$ cat src/rtl/workload_dispatcher.sv
`timescale 1ns/1ps
// Sink stage of the workload harness: round-robin accepts {id,size} elements from several ports,
// occupies one execution slot for max(size,1) cycles, then reports completion and tracks per-port quotas.
module workload_dispatcher #(
   parameter int id_width_p       = 4,
   parameter int size_width_p     = 4,
   parameter int num_ports_p      = 2,
   parameter int expected_count_p = 1,
   parameter int width_p          = id_width_p + size_width_p,
   parameter int port_width_lp    = (num_ports_p > 1) ? $clog2(num_ports_p) : 1
) (
   input  logic                                 clk_i,
   input  logic                                 reset_i,
   input  logic [num_ports_p-1:0]               v_i,
   input  logic [num_ports_p-1:0][width_p-1:0]  data_i,
   output logic [num_ports_p-1:0]               ready_o,
   output logic                                 done_v_o,
   output logic [port_width_lp-1:0]             done_port_o,
   output logic [id_width_p-1:0]                done_id_o,
   output logic                                 all_done_o,
   output logic                                 err_o,
   output logic [31:0]                          cycles_o
);

   typedef enum logic [1:0] {IDLE, EXEC, REPORT} state_e;

   state_e                    state_q;
   logic [port_width_lp-1:0]  rr_q, port_q;
   logic [id_width_p-1:0]     id_q;
   logic [size_width_p-1:0]   cnt_q;
   logic [31:0]               comp_q [num_ports_p];
   logic [id_width_p-1:0]     exp_q  [num_ports_p];
   logic                      done_v_q, all_done_q, err_q;
   logic [31:0]               cycles_q;

   logic [num_ports_p-1:0]    fin, gnt_d;
   logic [port_width_lp-1:0]  gnt_idx_d;
   logic [id_width_p-1:0]     acc_id_d;
   logic [size_width_p-1:0]   acc_size_d;
   logic                      found;
   logic                      accept;
   int                        idx;

   always_comb begin
      for (int p = 0; p < num_ports_p; p++)
         fin[p] = (comp_q[p] == 32'(expected_count_p));
   end

   // Grant scans from rr_q upward with wrap; finished ports are skipped so they never block others.
   always_comb begin
      gnt_d     = '0;
      gnt_idx_d = '0;
      found     = 1'b0;
      idx       = 0;
      for (int i = 0; i < num_ports_p; i++) begin
         idx = int'(rr_q) + i;
         if (idx >= num_ports_p) idx = idx - num_ports_p;
         if (!found && v_i[idx] && !fin[idx]) begin
            found      = 1'b1;
            gnt_d[idx] = 1'b1;
            gnt_idx_d  = port_width_lp'(idx);
         end
      end
   end

   assign ready_o    = (state_q == IDLE && !all_done_q && !reset_i) ? gnt_d : '0;
   assign accept     = |ready_o;
   assign acc_id_d   = data_i[gnt_idx_d][width_p-1:size_width_p];
   assign acc_size_d = data_i[gnt_idx_d][size_width_p-1:0];

   always_ff @(posedge clk_i) begin
      if (reset_i) begin
         state_q    <= IDLE;
         rr_q       <= '0;
         port_q     <= '0;
         id_q       <= '0;
         cnt_q      <= '0;
         done_v_q   <= 1'b0;
         all_done_q <= 1'b0;
         err_q      <= 1'b0;
         cycles_q   <= '0;
         for (int p = 0; p < num_ports_p; p++) begin
            comp_q[p] <= '0;
            exp_q[p]  <= '0;
         end
      end else begin
         done_v_q <= 1'b0;
         if (!all_done_q && cycles_q != '1) cycles_q <= cycles_q + 32'd1;
         if (&fin) all_done_q <= 1'b1;
         case (state_q)
            IDLE: begin
               if (accept) begin
                  port_q  <= gnt_idx_d;
                  id_q    <= acc_id_d;
                  cnt_q   <= (acc_size_d == '0) ? size_width_p'(1) : acc_size_d;
                  rr_q    <= (gnt_idx_d == port_width_lp'(num_ports_p - 1)) ? '0 : gnt_idx_d + 1'b1;
                  if (acc_id_d != exp_q[gnt_idx_d]) err_q <= 1'b1;
                  state_q <= EXEC;
               end
            end
            EXEC: begin
               cnt_q <= cnt_q - 1'b1;
               if (cnt_q == size_width_p'(1)) begin
                  state_q  <= REPORT;
                  done_v_q <= 1'b1;
               end
            end
            REPORT: begin
               comp_q[port_q] <= comp_q[port_q] + 32'd1;
               exp_q[port_q]  <= exp_q[port_q] + 1'b1;
               state_q        <= IDLE;
            end
            default: state_q <= IDLE;
         endcase
      end
   end

   assign done_v_o    = done_v_q;
   assign done_port_o = port_q;
   assign done_id_o   = id_q;
   assign all_done_o  = all_done_q;
   assign err_o       = err_q;
   assign cycles_o    = cycles_q;

endmodule

$ cat config.mk
export PLATFORM = sky130hd
export DESIGN_NAME = workload_dispatcher
export DESIGN_NICKNAME = d
export VERILOG_FILES = /design/src/rtl/workload_dispatcher.sv
export SDC_FILE = /design/constraint.sdc
export NUM_CORES = 1
export LEC_CHECK = 0
export ABC_AREA = 1
export CORE_AREA = 4 4 113 115
export CTS_BUF_LIST = sky130_fd_sc_hd__clkbuf_2 sky130_fd_sc_hd__clkbuf_4 sky130_fd_sc_hd__clkbuf_8
export DETAILED_ROUTE_END_ITERATION = 6
export DIE_AREA = 0 0 117 119
export PLACE_DENSITY = 0.86
export SLEW_MARGIN = 20
export SYNTH_ARGS = -nofsm -noshare
export SYNTH_HDL_FRONTEND = slang
export SYNTH_SLANG_ARGS = --single-unit
export TNS_END_PERCENT = 5
$ cat constraint.sdc
create_clock -name clk_i -period 4.4 [get_ports clk_i]
set_input_delay 0.88 -clock clk_i [delete_from_list [all_inputs] [get_ports clk_i]]
set_output_delay 0.88 -clock clk_i [all_outputs]
set_load 0.01 [all_outputs]
# --- Word-level counts from Yosys, hierarchy flattened ---
# Memory sizes are Yosys's and may differ from the RTL's. A register that Yosys moved wholly into a read port is not among the register bits.
# Index checks and enable logic that the tools add are counted.
totals:
  ff_bits: 47
  ram_bits: 72
  inputBits: 20
  output_inout_bits: 42
  wordCells: 111
  memories: 2
mem_list:
  columns: ["memory", "depth", "width", "rd", "rd_ports_with_merged_regs", "write_ports", "line", "rtl"]
  rows:
  - ["comp_q", 2, 32, 3, 1, 2, "31", "logic [31:0] comp_q [num_ports_p];"]
  - ["exp_q", 2, 4, 2, 1, 2, "32", "logic [id_width_p-1:0] exp_q [num_ports_p];"]
classes:
  addsub: 8
  n_lt_le_gt_ge: 7
  n_eq_ne: 9
  muxes: 49
  n_bitwise: 2
  reduce_logical: 25
op_table:
  columns: ["op", "count"]
  rows:
  - ["$mux W32", 3]
  - ["$add A32 B1 Y32 const B", 2]
  - ["$eq A32 B1 Y1 const B", 2]
  - ["$ge A32 B1 Y1 const B", 2]
  - ["$lt A32 B3 Y1 const B", 2]
  - ["$mux W1", 32]
  - ["$ne A32 B32 Y1 const B", 1]
  - ["$reduce_or A32 Y1", 1]
  - ["$mux W8", 2]
  - ["$mux W4", 3]
  - ["$mux W2", 5]
  - ["$logic_and A1 B1 Y1", 8]
  - ["$pmux W4 S2", 1]
  - ["$reduce_and A2 Y1", 4]
  - ["$logic_not A1 Y1", 5]
  - ["$add A4 B1 Y4 const B", 1]
  - ["$eq A4 B1 Y1 const B", 1]
  - ["$logic_not A4 Y1", 1]
  - ["$ne A2 B2 Y1 const B", 2]
  - ["$ne A4 B4 Y1", 1]
  - ["$pmux W2 S2", 1]
  - ["$reduce_or A2 Y1", 2]
  - ["$reduce_or A4 Y1", 1]
  - ["$sub A4 B1 Y4 const B", 1]
  - ["other kinds (15)", 16]

# --- Longest topological paths before layout ---
logic_depth:
  depth_word: 18
  depth_mapped: 17
  depth_no_buf: 16

# --- Worst setup path before layout ---
# Ideal clock, no wire load.
synth_path:
  kind: "in2reg"
  from: "input port reset_i"
  to: "memory comp_q[1][0] (enable)"
  setup_ns: 0.394
  t_arrival_ns: 2.520
  required_time_ns: 4.006
  slack_ns: 1.486
  path_stages: 5
  path_buffers: 2
  cell_sequence: "inv_1 clkbuf_1 nand4_1 clkbuf_1 nand2_1"
synth_rtl:
  columns: ["item", "line", "rtl"]
  rows:
  - ["from (decl)", "13", "input logic reset_i,"]
  - ["to (decl)", "31", null]

# --- Worst setup path in the final report ---
layout_path:
  from: "input port v_i[1]"
  to: "output port ready_o[0]"
layout_via:
  elab_chain_len: 10
  word_cells_on_any_way: 15
  cone_classes: "10 x mux; 1 x bitwise; 4 x reduce/logical"
layout_rtl:
  columns: ["item", "line", "rtl"]
  rows:
  - ["from (decl)", "14", "input logic [num_ports_p-1:0] v_i,"]
  - ["$mux W1 (not written as such) (3 in series)", "58", "if (!found && v_i[idx] && !fin[idx]) begin"]
  - ["$logic_and A1 B1 Y1", "58", null]
  - ["$mux W1", "58", null]
  - ["$logic_not A1 Y1", "58", null]
  - ["$logic_and A1 B1 Y1 (2 in series)", "58", null]
  - ["$mux W2 *", "58", null]
  - ["$mux W2 *", "66", "assign ready_o = (state_q == IDLE && !all_done_q && !reset_i) ? gnt_d : '0;"]
  - ["to (decl)", "16", "output logic [num_ports_p-1:0] ready_o,"]
# Mark *: on every way between the ends. The rest lies on a longest branch, timed or not. The select of a mux whose other input is x is not followed.

==> results_dict.tcl <==
set metrics [dict create \
    status "finished, final reports clean" \
    maxSlewViolCount 0 \
    cp-end-kind "output pin" \
    clock.fmax_mhz 283.1 \
    worstMarginPinSlew_ps 666.3 \
    grt_setup_unrepaired "no" \
    ys_seq_area_frac 0.4468 \
    grt_pass1_wl_mm 26.32 \
    viasPerCell 5.358 \
    grt_max_degree 38 \
    first_iter_violations 518 \
    ys.warnings.count 0 \
    required_ps 3520 \
    syn_avg_cell_area_um2 7.515 \
    grt-ovfl-total 0 \
    wirelength_mm 15.82 \
    die_area_um2 13920 \
    initial_core_util 0.5917 \
    fin_util 0.6882 \
    finalCritPeriodShare 0.8028 \
    first_pass_iters 5 \
    cts_buffers 17 \
    netlist_area_um2 6989 \
    path_class "in -> out" \
    finish.net_count 1024 \
    synth_nets 955 \
    antenna_left 0 \
    dp_hpwl_mm 11.30 \
    ys_ff_latch 120 \
    io_pins 62 \
    cts_buffer_depth 2 \
    layout_setup_ws_ps 867.7 \
    num_rows 40 \
    setup_viol 0 \
    numPortBuffers 61 \
    max-cap-violations 0 \
    pre_cts_slack_ps 871.8 \
    startpoint_type "input pin" \
    clockRootBuffer "clkbuf_8" \
    critical_path_arrival_ps 2650 \
    dieWidth_um 117 \
    drive_gt1_frac 0.09091 \
    place.gp.congestion 0.9341 \
    clock_latency_ps 450 \
    grt_pass1_vias 5757 \
    wl_per_cell_um 13.65 \
    startpoint "v_i[1]" \
    drc 0 \
    finalSetupTns_ps 0 \
    post_cts_buffers 0 \
    path_clk_slew_ps 60 \
    grt_antenna_before_repair 0 \
    cts_tree "yes" \
    grtUsageTotal 0.2374 \
    power_density_nw_per_um2 314.0 \
    worst-path-max-fanout 18 \
    hold_ws_ps 457.4 \
    synth-edff-count 72 \
    yosysTopAreaCell "edfxtp_1" \
    n_antenna_cell 0 \
    hp-class "reg -> reg" \
    synth_most_common_cell "nand2_1" \
    synthCells 930 \
    cts.repair.resized 0 \
    die_h_um 119 \
    detailroute.via_count 6210 \
    ys_async_sr_fraction 0 \
    finalHoldViolations 0 \
    power_mw 2.553 \
    clock_skew_ps 11.07 \
    p_leak_nw 3.211 \
    hold_path.startpoint "err_o$_SDFFE_PP0P_" \
    synth_cell_type_count 43 \
    fin_crit_ps 3532 \
    yosys-top-cells-count "nand2_1 (200), nor2_1 (165), inv_1 (136)" \
    cts_hold_buf 0 \
    core_area_um2 11810 \
    synth_area_leaders "edfxtp_1 (31%), dfxtp_1 (14%), nand2_1 (11%), nor2_1 (8.9%), inv_1 (7.3%)" \
    synthFlopType "edfxtp_1" \
    synth.top_cell.area_share 0.3093 \
    peakVddDrop_v 0.0002142 \
    maxSlewHeadroom 0.5511 \
    syn_to_final_growth_pct 16.31 \
    htreeDepth 4 \
    cts_sinks 120 \
]
[report_power, final]
group | total, mW | switching [mW] | internal [mW] | leakage (nW)
sequential | 1.26 | 0.0288 | 1.23 | 1.13
combinational | 0.360 | 0.227 | 0.133 | 1.87
clock | 0.933 | 0.410 | 0.522 | 0.203
[cell type report]
class / instances / area, µm²
sequential: 120 / 3124
clock inverter: 5 / 50.05
multi-input combinational: 646 / 3212
clock buffer: 27 / 321.6
timing repair buffer: 75 / 715.7
fill: 927 / 3682
inverter: 139 / 521.8
tap: 147 / 183.9
[critical path: stages]
cell and delay [ps]:
clkdlybuf4s50_1 450, inv_1 40, nor2_1 90, buf_4 220, nand2_1 70, nand2_1 80
inv_1 80, nor2_1 170, clkdlybuf4s50_1 570
[final timing paths]
kind	cells past startpoint	slack (ps)	to
worst max-delay path	9	870	ready_o[0]
worst min-delay path	2	460	err_o$_SDFFE_PP0P_
worst max register to register	11	1510	comp_q[1][28]$_SDFFCE_PN0P_
worst min register to register	2	460	err_o$_SDFFE_PP0P_
[cells by family (layout without fill, tap and decap cells)]
kind of cell / Yosys count / after routing / synth area share
compound gates: 104 / 104 / 0.08289
xor+xnor: 39 / 39 / 0.04887
fa+ha+maj: 5 / 5 / 0.008951
buf+inv: 164 / 246 / 0.09362
flops: 120 / 120 / 0.4468
mux: 5 / 5 / 0.007161
simple gates: 493 / 493 / 0.3117
[flip-flops by register name, indices dropped and copies added, names as in the netlist, named ones only]
register	count
comp_q	64
cycles_o	32
exp_q	8
cnt_q	4
done_id_o	4
state_q	2
all_done_o	1
done_port_o	1
done_v_o	1
err_o	1
rr_q	1
[placed cells by master, fill, tap and decap left out, types with 9 or more instances in the layout]
cell,synthesis,routed
xor2_1,27,27
o21ai_0,36,36
buf_4,2,14
dfxtp_1,48,47
nor2_1,165,165
nor3_1,24,24
xnor2_1,12,12
or2_2,9,9
nand3_1,32,32
edfxtp_1,72,72
inv_1,136,136
nand4_1,16,16
nand2_1,200,200
clkbuf_8,0,19
clkdlybuf4s50_1,0,61
nand3b_1,9,9
a21oi_1,43,43
nor4_1,11,11
[routing by layer]
layer  track usage  wire length [µm]
met4       0.07168               238
met5             0                 0
met3       0.06148              1134
met1        0.3190              6923
met2        0.3762              7525
[per-stage QoR]
stage | instance area [µm²] | cells
after CTS | 8129 | 1159
final | 8129 | 1159
after floorplan | 6989 | 930
after detailed placement | 7757 | 1127
after global routing | 8129 | 1159
after global placement | 7757 | 1127
No activity file was read; power rests on OpenSTA's default activity.
